**config.mk**
```make
export PLATFORM = sky130hd
export DESIGN_NAME = rx_bit_timer
export DESIGN_NICKNAME = d
export VERILOG_FILES = /design/src/rtl/rx_bit_timer.sv
export SDC_FILE = /design/constraint.sdc
export NUM_CORES = 1
export LEC_CHECK = 0
export BUFFER_PORTS_ARGS = -buffer_cell sky130_fd_sc_hd__buf_4
export CORE_UTILIZATION = 60
export CTS_BUF_LIST = sky130_fd_sc_hd__clkbuf_8
export DETAILED_ROUTE_END_ITERATION = 8
export HOLD_SLACK_MARGIN = 0.03
export MAX_ROUTING_LAYER = met4
export PLACE_DENSITY = 0.85
export REMOVE_ABC_BUFFERS = 1
export SYNTH_ARGS = -nofsm -noshare
export SYNTH_HDL_FRONTEND = slang
export SYNTH_SLANG_ARGS = --single-unit
```
**constraint.sdc**
```tcl
create_clock -name clk -period 2.9 [get_ports clk]
set_input_delay 0.58 -clock clk [delete_from_list [all_inputs] [get_ports clk]]
set_output_delay 0.58 -clock clk [all_outputs]
set_load 0.05 [all_outputs]
```
**src/rtl/rx_bit_timer.sv**
```systemverilog
// Receive bit-timing controller: tracks bit phase from line transitions, issues
// mid-bit sample strobes, counts bits per byte and aborts on missing transitions.
//
// state | meaning
// ------+----------------------------------------------------------------
// IDLE  | waiting for enable together with a line transition
// RUN   | phase counter locked to the line, sample strobes issued per bit
module rx_bit_timer #(
    parameter int CLKS_PER_BIT  = 8,
    parameter int SAMPLE_POINT  = 3,
    parameter int BITS_PER_BYTE = 8,
    parameter int MAX_RUN_BITS  = 7
) (
    input  logic       clk,
    input  logic       rst,
    input  logic       enable,
    input  logic       d_edge,
    input  logic       d_bit,
    output logic       shift_strobe,
    output logic       sample_bit,
    output logic [3:0] bit_count,
    output logic       byte_done,
    output logic       rx_active,
    output logic       run_error
);

    localparam int PW = $clog2(CLKS_PER_BIT);
    localparam logic [PW-1:0] PH_LAST   = PW'(CLKS_PER_BIT - 1);
    localparam logic [PW-1:0] PH_SAMPLE = PW'(SAMPLE_POINT);
    localparam logic [PW-1:0] PH_ONE    = PW'(1);
    localparam logic [3:0]    RUN_MAX   = 4'(MAX_RUN_BITS);
    localparam logic [3:0]    BYTE_LEN  = 4'(BITS_PER_BYTE);

    typedef enum logic {
        IDLE = 1'b0,
        RUN  = 1'b1
    } state_t;

    state_t        state;
    logic [PW-1:0] phase;
    logic [3:0]    run_cnt;
    logic [3:0]    bit_next;

    assign bit_next = bit_count + 4'd1;

    always_ff @(posedge clk) begin
        if (rst) begin
            state        <= IDLE;
            phase        <= '0;
            run_cnt      <= '0;
            bit_count    <= '0;
            shift_strobe <= 1'b0;
            sample_bit   <= 1'b0;
            byte_done    <= 1'b0;
            rx_active    <= 1'b0;
            run_error    <= 1'b0;
        end else begin
            shift_strobe <= 1'b0;
            byte_done    <= 1'b0;
            run_error    <= 1'b0;
            case (state)
                IDLE: begin
                    if (enable && d_edge) begin
                        state     <= RUN;
                        phase     <= PH_ONE;
                        run_cnt   <= '0;
                        bit_count <= '0;
                        rx_active <= 1'b1;
                    end
                end
                RUN: begin
                    if (!enable) begin
                        state     <= IDLE;
                        rx_active <= 1'b0;
                        bit_count <= '0;
                    end else if (d_edge) begin
                        // a transition re-centres the bit period; it also wins over a sample
                        phase   <= PH_ONE;
                        run_cnt <= '0;
                    end else begin
                        phase <= (phase == PH_LAST) ? '0 : phase + PH_ONE;
                        if (phase == PH_SAMPLE) begin
                            if (run_cnt < RUN_MAX) begin
                                shift_strobe <= 1'b1;
                                sample_bit   <= d_bit;
                                run_cnt      <= run_cnt + 4'd1;
                                if (bit_next == BYTE_LEN) begin
                                    bit_count <= '0;
                                    byte_done <= 1'b1;
                                end else begin
                                    bit_count <= bit_next;
                                end
                            end else begin
                                state     <= IDLE;
                                rx_active <= 1'b0;
                                bit_count <= '0;
                                run_error <= 1'b1;
                            end
                        end
                    end
                end
                default: state <= IDLE;
            endcase
        end
    end

endmodule

```
==> reports/summary.log <==
qor: yosys.synth.area.mux_share 1.231%
qor: global_routing.first_global_vias 589
qor: yosys.yosysTopAreaCell sky130_fd_sc_hd__dfxtp_1
qor: clock_network.htreeDepth 1
qor: worst_setup_path.cp.arrival 1.86 ns
qor: min_path.hp-start phase[0]
qor: route.route.antenna.remaining_nets 0
qor: power.clock_group_share_of_total_power 38.4%
qor: sta.timing.final.hold_violations 0
qor: yosys.yosys.area_share.xor_xnor 1.077%
qor: yosys.synth-edff-count 0
qor: layout.nets 116
qor: layout.syn_to_final_growth 16.46%
qor: clock_network.clock_latency 0.25 ns
qor: worst_setup_path.timing.critical_path.slowest_cell_delay 0.35 ns
qor: worst_setup_path.worst-setup-path-type reg -> reg
qor: yosys.ys_top_cells_by_area sky130_fd_sc_hd__dfxtp_1, sky130_fd_sc_hd__ha_1, sky130_fd_sc_hd__a21oi_1
qor: min_path.worst_hold_path_cells 2
qor: route.viasPerCell 6.000
qor: floorplanning.top_level_pins 14
qor: sta.slew_headroom 69.66%
qor: yosys.syn_inst 92
qor: route.num_vias 714
qor: yosys.combinational_family_with_the_most_area_after_synthesis simple AND/OR/NAND/NOR gates
qor: global_routing.met1_track_utilization_from_global_routing 34.29%
qor: sta.worst_clock_skew 0.001732 ns
qor: yosys.synth_async_sr_flop_share 0%
qor: global_routing.grt_overflow_total 0
qor: worst_setup_path.crit_path_frequent_cell sky130_fd_sc_hd__ha_1
qor: global_routing.grt_use_met2 38.75%
qor: clock_network.cts_tree built
qor: layout.instances_no_fill 119
qor: floorplanning.chipHeight 38.82 um
qor: power.internal-power 343.0 uW
qor: sta.timing.fmax 580.8 MHz
qor: worst_setup_path.timing.reg2reg.setup_slack 1.18 ns
qor: route.avgRoutedWirePerCell 13.72 um
qor: sta.setup_tns 0 ns
qor: flow_run.maxCapViolations 0
qor: power.power-per-cell-area 470.2 nW/um^2
qor: min_path.hold_path_end phase[0]
qor: power.power_switching_share 22.97%
qor: clock_network.clock_tree.buffer_depth 2
qor: global_routing.grt_pass1_wl 2.594 mm
qor: clock_network.cts.root.buffer_cell sky130_fd_sc_hd__clkbuf_8
qor: global_routing.use_met3 6.936%
qor: worst_setup_path.element_type_at_the_critical_path_start flop
qor: worst_setup_path.cp_cell_sequence ha_1, ha_1, nor2b_1, and4_1, mux2i_1, nor2_1
qor: sta.setup_viol_count_final 0
qor: sta.worst_margin_slew 0.4513 ns
qor: status.outcome finished clean
qor: placed_design.finalWeightedCongestion 0.8997
qor: layout.antennaDiodeCount 0
qor: route.first_iter_violations 22
qor: yosys.netlist_area 813.3 um^2
qor: yosys.synth-main-ff-cell sky130_fd_sc_hd__dfxtp_1
qor: floorplanning.rows 12
qor: power.power.net_switching 102.3 uW
qor: sta.maxSlewViolCount 0
qor: sta.finalCritPeriodShare 59.37%
qor: floorplanning.starting_utilization_of_the_core_area 68.57%
qor: floorplanning.core-area 1186 um^2
qor: placed_design.dp.cells 115
qor: worst_setup_path.cp_slowest_cell sky130_fd_sc_hd__dfxtp_1
qor: clock_network.cts_made_buffers 3
qor: power.power.combinational.fraction 7.6%
qor: yosys.synth_warnings 0
qor: min_path.hold_path_class reg -> reg
qor: worst_setup_path.r2r_end sample_bit
qor: yosys.syn_avg_cell_area 8.840 um^2
qor: yosys.synthesized_flop_and_latch_total 17
qor: worst_setup_path.worstReg2RegStart phase[0]
qor: yosys.synth_compound_area_share 20.46%
qor: sta.worst_slack 1.178 ns
qor: global_routing.global_route.usage.total 27.07%
qor: placed_design.placement.setup.worst_slack 1.205 ns
qor: yosys.ys_types 36
qor: yosys.synth_sequential_area_ratio 41.85%
qor: floorplanning.dieWidth 38.82 um
qor: route.routed_wirelength 1.633 mm
qor: worst_setup_path.cell_count_of_the_worst_reg_to_reg_path 6
qor: worst_setup_path.cp-end-kind flop
qor: route.drc 0
qor: yosys.simple_gate_portion_of_the_synthesized_area 23.08%
qor: global_routing.initial_antenna_violation_count 0
qor: placed_design.hpwl_after_detailed_placement 1.195 mm
qor: power.static-leakage-power 0.0003807 uW
qor: worst_setup_path.cp_data_required_time 3.04 ns
qor: layout.drive_gt1_share 18.10%
qor: placed_design.port_buffer_count 13
qor: power.worst_ir_drop_vdd 0.3083 mV
qor: floorplanning.floorplan.die_area 1507 um^2
qor: yosys.synthDominantCellAreaShare 41.85%
qor: power.power_frac_seq 54.0%
qor: sta.fin_crit 1.722 ns
qor: clock_network.cts.repair.resized 0
qor: worst_setup_path.critical_path.max_fanout 6
qor: sta.grt_setup_unrepaired false
qor: route.dr.pass1.iters 5
qor: global_routing.grt_start_max_net_pins 16
qor: clock_network.cts_setup_buffers 0
qor: clock_network.cts_num_sinks 17
qor: clock_network.clk_pin_slew_worst_paths 0.06 ns
qor: yosys.synth-adder-area-share 7.692%
qor: global_routing.grt.busiest_layer met2
qor: clock_network.holdBufCountCts 0
==> registers in the layout (all words and copies together) (netlist names) <==
signal,cells
phase,3
state,1
run_cnt,4
rx_active,1
run_error,1
bit_count,4
shift_strobe,1
sample_bit,1
byte_done,1
==> cells in the final DEF (no fill, tap or decap), types with 2 or more instances in the layout <==
cell type | netlist | layout
sky130_fd_sc_hd__a21oi_1 | 8 | 8
sky130_fd_sc_hd__a22o_1 | 2 | 2
sky130_fd_sc_hd__a31oi_1 | 3 | 3
sky130_fd_sc_hd__and4_1 | 2 | 2
sky130_fd_sc_hd__buf_4 | 1 | 13
sky130_fd_sc_hd__clkbuf_8 | 0 | 3
sky130_fd_sc_hd__dfxtp_1 | 17 | 17
sky130_fd_sc_hd__ha_1 | 5 | 5
sky130_fd_sc_hd__inv_1 | 3 | 4
sky130_fd_sc_hd__nand2_1 | 9 | 9
sky130_fd_sc_hd__nand3_1 | 2 | 2
sky130_fd_sc_hd__nor2_1 | 8 | 8
sky130_fd_sc_hd__nor3_1 | 3 | 3
sky130_fd_sc_hd__o21ai_0 | 2 | 2
sky130_fd_sc_hd__o21ai_1 | 3 | 3
sky130_fd_sc_hd__or4_1 | 2 | 2
==> metal layers <==
layer / share of wire [%] / up-vias
met5: 0 / -
met1: 44 / 316
met3: 6.2 / 6
li1: - / 365
met4: 2.4 / 0
met2: 48 / 27
==> cell usage after synthesis (2+ instances only) <==
master / count
sky130_fd_sc_hd__nor2_1: 8
sky130_fd_sc_hd__or4_1: 2
sky130_fd_sc_hd__dfxtp_1: 17
sky130_fd_sc_hd__ha_1: 5
sky130_fd_sc_hd__a21oi_1: 8
sky130_fd_sc_hd__nand3_1: 2
sky130_fd_sc_hd__a22o_1: 2
sky130_fd_sc_hd__o21ai_1: 3
sky130_fd_sc_hd__nand2_1: 9
sky130_fd_sc_hd__clkbuf_1: 2
sky130_fd_sc_hd__nor3_1: 3
sky130_fd_sc_hd__and4_1: 2
sky130_fd_sc_hd__a31oi_1: 3
sky130_fd_sc_hd__inv_1: 3
sky130_fd_sc_hd__o21ai_0: 2
==> layout make-up <==
type                            count  area, um^2
Inverter                            3       11.26
Multi-Input combinational cell     68       435.4
Timing Repair Buffer               13       97.59
Sequential cell                    17       340.3
Tap cell                           14       17.52
Clock buffer                        3       41.29
Fill cell                          80       239.0
Clock inverter                      1       3.754
==> how the worst max path moves through the flow <==
stage	slack, ns	cells past startpoint	end	startpoint
3_5_place_dp	1.21	6	sample_bit	phase[0]
6_report	1.18	6	sample_bit	phase[0]
2_1_floorplan	1.32	5	bit_count[3]	bit_count[0]
3_3_place_gp	1.27	6	sample_bit	phase[0]
5_1_grt	1.09	6	sample_bit	phase[0]
4_1_cts	1.15	6	sample_bit	phase[0]
==> power by group through the flow <==
stage                     Sequential, uW  Clock, uW  Combinational, uW
final                                240        171               34.0
after global routing                 241        184               37.4
after global placement               245          0               33.5
after CTS                            240        173               34.0
after detailed placement             246          0               33.7
after floorplan                      250          0               13.2
==> per-stage QoR <==
stage / total power [uW] / utilization (%) / cell area [um^2] / hold WS [ns]
CTS: 447.5 / 79.85 / 947.2 / 0.5031
finish: 445.3 / 79.85 / 947.2 / 0.5003
global route: 462.2 / 79.85 / 947.2 / 0.5256
detailed placement: 279.2 / 76.05 / 902.1 / 0.4934
global placement: 278.8 / 76.05 / 902.1 / 0.4712
floorplan: 263.3 / - / 787.0 / 0.4481
==> cells by family after synthesis <==
family,count (synthesis)
multiplexers,1
AO/OA/AOI/OAI,26
adder cells (fa/ha/maj),5
flip-flops,17
XOR/XNOR,1
buffers and inverters,7
AND/OR/NAND/NOR,35
==> worst max-delay path, delay by kind of cell (launching register included) <==
family / cells / cell delay [ns]
flip-flops: 1 / 0.35
multiplexers: 1 / 0.23
adder cells (fa/ha/maj): 2 / 0.43
AND/OR/NAND/NOR: 3 / 0.59
No activity file was read; power rests on OpenSTA's default activity.
